--- src/rtl/key_event_fifo.sv ---
// rtl/key_event_fifo.sv - key event encoder and FIFO between key scanner and consumer
//
// Captures each key_flag strobe with its key_value mask, encodes the lowest
// pressed key index and a multi-key marker at write time, and queues the
// event for a valid/ready consumer.
//
// Ports:
//   clk        system clock, rising edge
//   rst        asynchronous active-high reset
//   key_flag   one-cycle strobe marking a new debounced key_value
//   key_value  debounced key mask, 1 = pressed
//   evt_valid  head entry available
//   evt_ready  consumer accepts head entry when evt_valid=1
//   evt_mask   raw mask of head entry (0 when empty)
//   evt_idx    lowest set bit index of head entry (0 when empty)
//   evt_multi  head entry had more than one key pressed (0 when empty)
//   evt_count  number of queued entries, 0..FIFO_DEPTH
//   overflow   sticky: an event was dropped because the FIFO was full
//   ovf_clr    synchronous clear of overflow
module key_event_fifo #(
  parameter int KEY_WIDTH  = 4,
  parameter int IDX_WIDTH  = 2,
  parameter int FIFO_DEPTH = 8,
  parameter int ADDR_WIDTH = 3
) (
  input  logic                  clk,
  input  logic                  rst,
  input  logic                  key_flag,
  input  logic [KEY_WIDTH-1:0]  key_value,
  output logic                  evt_valid,
  input  logic                  evt_ready,
  output logic [KEY_WIDTH-1:0]  evt_mask,
  output logic [IDX_WIDTH-1:0]  evt_idx,
  output logic                  evt_multi,
  output logic [ADDR_WIDTH:0]   evt_count,
  output logic                  overflow,
  input  logic                  ovf_clr
);

  typedef struct packed {
    logic [KEY_WIDTH-1:0] mask;
    logic [IDX_WIDTH-1:0] idx;
    logic                 multi;
  } entry_t;

  entry_t mem_q [FIFO_DEPTH];

  logic [ADDR_WIDTH-1:0] wr_ptr_q, wr_ptr_d;
  logic [ADDR_WIDTH-1:0] rd_ptr_q, rd_ptr_d;
  logic [ADDR_WIDTH:0]   count_q, count_d;
  logic                  ovf_q, ovf_d;

  entry_t wr_entry;
  entry_t head;
  logic   wr_req, rd_en, full, wr_en, drop;

  // Encode the incoming mask; the descending loop leaves the lowest set bit.
  always_comb begin
    wr_entry      = '0;
    wr_entry.mask = key_value;
    for (int i = KEY_WIDTH - 1; i >= 0; i--) begin
      if (key_value[i]) wr_entry.idx = IDX_WIDTH'(i);
    end
    // Clearing the lowest set bit leaves something only if two or more were set.
    wr_entry.multi = |(key_value & (key_value - KEY_WIDTH'(1)));
  end

  always_comb begin
    wr_req = key_flag && (key_value != '0);
    rd_en  = (count_q != '0) && evt_ready;
    full   = (count_q == (ADDR_WIDTH+1)'(FIFO_DEPTH));
    // A same-cycle read frees the head slot, so a full FIFO still accepts.
    wr_en  = wr_req && (!full || rd_en);
    drop   = wr_req && full && !rd_en;

    wr_ptr_d = wr_en ? wr_ptr_q + ADDR_WIDTH'(1) : wr_ptr_q;
    rd_ptr_d = rd_en ? rd_ptr_q + ADDR_WIDTH'(1) : rd_ptr_q;

    count_d = count_q;
    if (wr_en && !rd_en) count_d = count_q + (ADDR_WIDTH+1)'(1);
    if (!wr_en && rd_en) count_d = count_q - (ADDR_WIDTH+1)'(1);

    // A drop in the same cycle as a clear keeps the flag set.
    ovf_d = ovf_q;
    if (ovf_clr) ovf_d = 1'b0;
    if (drop)    ovf_d = 1'b1;
  end

  always_ff @(posedge clk or posedge rst) begin
    if (rst) begin
      wr_ptr_q <= '0;
      rd_ptr_q <= '0;
      count_q  <= '0;
      ovf_q    <= 1'b0;
    end else begin
      wr_ptr_q <= wr_ptr_d;
      rd_ptr_q <= rd_ptr_d;
      count_q  <= count_d;
      ovf_q    <= ovf_d;
    end
  end

  // Storage holds no reset; empty-state outputs are masked below instead.
  always_ff @(posedge clk) begin
    if (wr_en) mem_q[wr_ptr_q] <= wr_entry;
  end

  always_comb begin
    head      = mem_q[rd_ptr_q];
    evt_valid = (count_q != '0);
    evt_mask  = evt_valid ? head.mask  : '0;
    evt_idx   = evt_valid ? head.idx   : '0;
    evt_multi = evt_valid ? head.multi : 1'b0;
    evt_count = count_q;
    overflow  = ovf_q;
  end

endmodule

--- config.mk ---
export PLATFORM = sky130hd
export DESIGN_NAME = key_event_fifo
export DESIGN_NICKNAME = d
export VERILOG_FILES = /design/src/rtl/key_event_fifo.sv
export SDC_FILE = /design/constraint.sdc
export NUM_CORES = 1
export LEC_CHECK = 0
export CORE_ASPECT_RATIO = 0.6
export CORE_MARGIN = 10
export CORE_UTILIZATION = 50
export CTS_BUF_LIST = sky130_fd_sc_hd__clkbuf_4
export CTS_CLUSTER_DIAMETER = 40
export DETAILED_ROUTE_END_ITERATION = 7
export PLACE_DENSITY = 0.78
export SYNTH_ARGS = -nofsm -noshare
export SYNTH_HDL_FRONTEND = slang
export SYNTH_SLANG_ARGS = --single-unit
--- constraint.sdc ---
create_clock -name clk -period 4.88 [get_ports clk]
set_clock_uncertainty 0.2 [all_clocks]
set_input_delay 0.976 -clock clk [delete_from_list [all_inputs] [get_ports clk]]
set_output_delay 0.976 -clock clk [all_outputs]
set_load 0.05 [all_outputs]
Word level (Yosys, flattened, before mapping). Memory sizes are Yosys's and may differ from the RTL's. Cells that the tools add are included.

Multipliers: 0. Magnitude comparators: 0. Bitwise logic cells: 1. Equality and inequality tests: 1. Shift-type cells: 0. Muxes and demuxes: 13. Div/mod/pow operators: 0. Add/subtract/negate cells: 5. Reductions and logical operators: 16.

Operators with widths (count): 4-bit two-way mux (3); 2-bit two-way mux (5); 4-bit nonzero test (2); 4-bit by 1-bit subtractor with 4-bit output, second input constant (2); 1-bit logical AND (7); 3-bit by 1-bit adder with 3-bit output, second input constant (2); 1-bit two-way mux (5); 4-bit by 1-bit adder with 4-bit output, second input constant (1); 4-bit bitwise AND (1); 4-bit == test, second input constant (1); 2-bit nonzero test (2); 4-bit OR reduction (1); 1-bit zero test (3); 1-bit logical OR (1).

Output and inout port bits: 13. RAM bits: 56. Input port bits: 9. Memories: 1. Logic and storage cells: 41. Bits in registers: 11. Bits in read-only memories: 0. Latch bits: 0.

Memories: mem_q (words 8, bits a word 7, rd ports 1, clocked after memory_dff 0, write ports 1, line 46) `entry_t mem_q [FIFO_DEPTH];`.

Depth between registers and ports, before layout.
Word-level depth: 7. Mapped depth: 8. Mapped depth without buffers: 7.

Least setup slack after synthesis. Ideal clock, no wire load.

Path type: register to output. Start point: register rd_ptr_q[0]. End point: output port evt_idx[0]. Data required time: 3704 ps. Path buffers: 2. Cell stages (with the launch flop): 6. Path slack: 1927 ps. Arrival time: 1777 ps. Cells stage by stage: dfrtp_1 > buf_2 > buf_4 > mux4_2 > mux2i_1 > nor2_1.

Longest elaborated chain between the ends: 2.

Ends and longest elaborated chain: start: declaration (line 49) `logic [ADDR_WIDTH-1:0] rd_ptr_q, rd_ptr_d;`; start signal: assignment (line 97) `rd_ptr_q <= rd_ptr_d;`; memory read 8 x 7 bit; 2-bit two-way mux (line 112) `evt_idx = evt_valid ? head.idx : '0;`; end: declaration (line 33) `output logic [IDX_WIDTH-1:0] evt_idx,`.

Every way passes these cells.

Final worst setup path.
Start point: register rd_ptr_q[0]. End point: output port evt_mask[3].

Longest elaborated chain between the ends: 2.

Ends and longest elaborated chain: memory read 8 x 7 bit; 4-bit two-way mux (line 111) `evt_mask = evt_valid ? head.mask : '0;`; end: declaration (line 32) `output logic [KEY_WIDTH-1:0] evt_mask,`.

Every way passes these cells.

==> flow_summary.ini <==
[outcome]
outcome = completed

[global_route]
grt_overflow_total = 0
track_usage = 0.134
antenna_found_initial = 0
grt_start_max_net_pins = 17
grt_pass1_wl_um = 8990
grt_pass1_vias = 1545

[place]
gp_congestion = 0.829
place_area_sq_um = 3180
dp_hpwl_um = 3900
port_buffers = 21
dp_slack_ns = 1.08

[power]
power_uw = 2050
clockPowerShare = 0.140
power_frac_seq = 0.435
p_int_uw = 1210
leakage_uw = 0.00113
pwr_density_cell_nw_per_um2 = 625
max-vdd-ir-drop_uv = 238
sw_frac_of_total = 0.408
comb_power_share = 0.426
power_switching_uw = 835

[final_layout]
final_common_cell = edfxtp_1
diodes = 0
nNetsFinal = 204
drive_gt1_frac = 0.230
finalInstanceArea_sq_um = 3280
syn2layout_area_growth_pct = 15.6
fillers = 414
layout_common_cells = 56 x edfxtp_1, 21 x clkdlybuf4s50_1, 14 x nor2_1, 14 x mux4_2

[timing]
rsz0062_at_grt = false
min_period_ns = 4.04
hold_violations = 0
clock.fmax_mhz = 247
slew_violations = 0
setup_tns_ns = 0
worst_slack_ns = 0.836
tightest_slew_ns = 0.868
fin_crit_sh = 0.829
finalSetupViolations = 0
relSlewSlack = 0.419

[worst_setup_path]
path_cells = buf_4, mux4_2, mux2i_1, nor2_1, clkdlybuf4s50_1
slowest_delay_ns = 0.73
arrival_ns = 2.87
critical_path_class = reg2out
slowest_stage = clkdlybuf4s50_1
timing.critical_path.buf_inv = 2
start_kind = register
reg2regPathDepth = 4
end_kind = primary output
crit_required_ns = 3.70
critical_path.max_fanout = 9
worstSetupPathDepth = 5
cp_top_family = buffers and inverters

[synth]
ys_warn_count = 0
async_flop_share = 0.164
yosysUniqueCellTypes = 34
synth_seq_area_share = 0.691
netlist_instances = 158
syn_area_sq_um = 2830
synth_seq_cells = 67
synth_edf_count = 56
synth_nets = 170
syn_avg_cell_area_sq_um = 17.9
ys.flop_type = edfxtp_1

[die]
die_height_um = 78.3
fp.dieW_um = 117
ios = 22
coreArea_sq_um = 5540
rows = 21
dieArea_sq_um = 9180
initial_utilization = 0.511

[clock_network]
clk_latency_ns = 0.40
cts_buffer_depth = 2
htree_levels = 3
numCtsBuffers = 9
cts_hold_buf = 0
cts_resized = 0
cts.clk_slew.worst_paths_ns = 0.10
cts_num_sinks = 67
clockRootBuffer = clkbuf_4
cts_setup_buffers = 0
cts_tree = built

[run]
maxCapViolCount = 0

[drt]
wire_per_inst_um = 20.5
drtAntennaViolNets = 0
viasPerCell = 5.67
remaining_drc_errors = 0
vias = 1565
drt_iter0_markers = 264
routed_wl_um = 5660
firstDrtPassIters = 4

[min_path]
min_path_cells = 2
min_path_type = reg2reg
[per-layer routing]
metal,global-route usage,share of wire,vias up
met5,0,0,-
met4,0.0270,0.013,0
met3,0.0691,0.095,10
met2,0.184,0.46,68
met1,0.184,0.43,790
li1,-,-,697
[metrics by stage]
stage / util / hold WS, ns / std cells
after CTS: 0.591 / 0.343 / 276
after floorplan: - / 0.324 / 158
final: 0.591 / 0.350 / 276
after global placement: 0.573 / 0.315 / 261
after global routing: 0.591 / 0.385 / 276
after detailed placement: 0.573 / 0.329 / 261
[tightest hold or removal path: cells and delay by family, from the launching register on]
family	cells	cell delay (ns)
AOI/OAI and AO/OA	1	0.07
buffers and inverters	1	0.05
DFF	1	0.39
[path summary, 6_finish.rpt]
| path | from | end | slack, ns |
|---|---|---|---|
| worst max-delay path | rd_ptr_q[0]$_DFFE_PP0P_ | evt_mask[3] | 0.84 |
| worst min-delay path | overflow$_DFFE_PP0P_ | overflow$_DFFE_PP0P_ | 0.35 |
| worst max register to register | evt_count[0]$_DFFE_PP0P_ | mem_q[7][3]$_DFFE_PP_ | 2.34 |
| worst min register to register | overflow$_DFFE_PP0P_ | overflow$_DFFE_PP0P_ | 0.35 |
| max in group asynchronous | rst | rd_ptr_q[1]$_DFFE_PP0P_ | 3.48 |
| min in group asynchronous | rst | evt_count[3]$_DFFE_PP0P_ | 0.68 |
[layout make-up]
type                       instances  area, sq um  share of cell area
clock buffer                      11         82.6              0.0252
timing repair buffer              29          270              0.0825
tap                               80          100              0.0305
sequential                        67         1960               0.597
inverter                           4         15.0             0.00458
clock inverter                     4         18.8             0.00573
multi-input combinational         81          833               0.254
[flip-flops by register name, indices dropped and copies added, names as in the netlist]
register	flops
evt_count	4
overflow	1
rd_ptr_q	3
wr_ptr_q	3
mem_q	56
[cells in the mapped netlist, types with 3 or more instances]
cell / n / share of area
edfxtp_1: 56 / 0.59
mux4_2: 14 / 0.11
nor2_1: 14 / 0.019
dfrtp_1: 11 / 0.097
mux2i_1: 8 / 0.028
nand2_1: 6 / 0.0079
inv_1: 4 / 0.0053
nor3_1: 4 / 0.0071
xnor2_1: 4 / 0.012
ha_1: 3 / 0.013
xor2_1: 3 / 0.0093
[kinds of logic (layout without fill, tap and decap cells)]
group                      count (synthesis)  after routing  synth area share
buffers and inverters                     10             48            0.0155
DFF                                       67             67             0.691
AOI/OAI and AO/OA                          9              9            0.0336
adders and majority gates                  4              4            0.0168
xor gates and xnor gates                   7              7            0.0216
muxes                                     25             25             0.151
and+or+nand+nor                           36             36            0.0706
[power groups by stage]
stage,logic (uW),clock network [uW],registers [uW]
after floorplan,634,0,860
after global placement,866,0,890
after detailed placement,883,0,905
after CTS,886,296,892
after global routing,926,318,912
final,872,286,890
No activity file was read; power rests on OpenSTA's default activity.
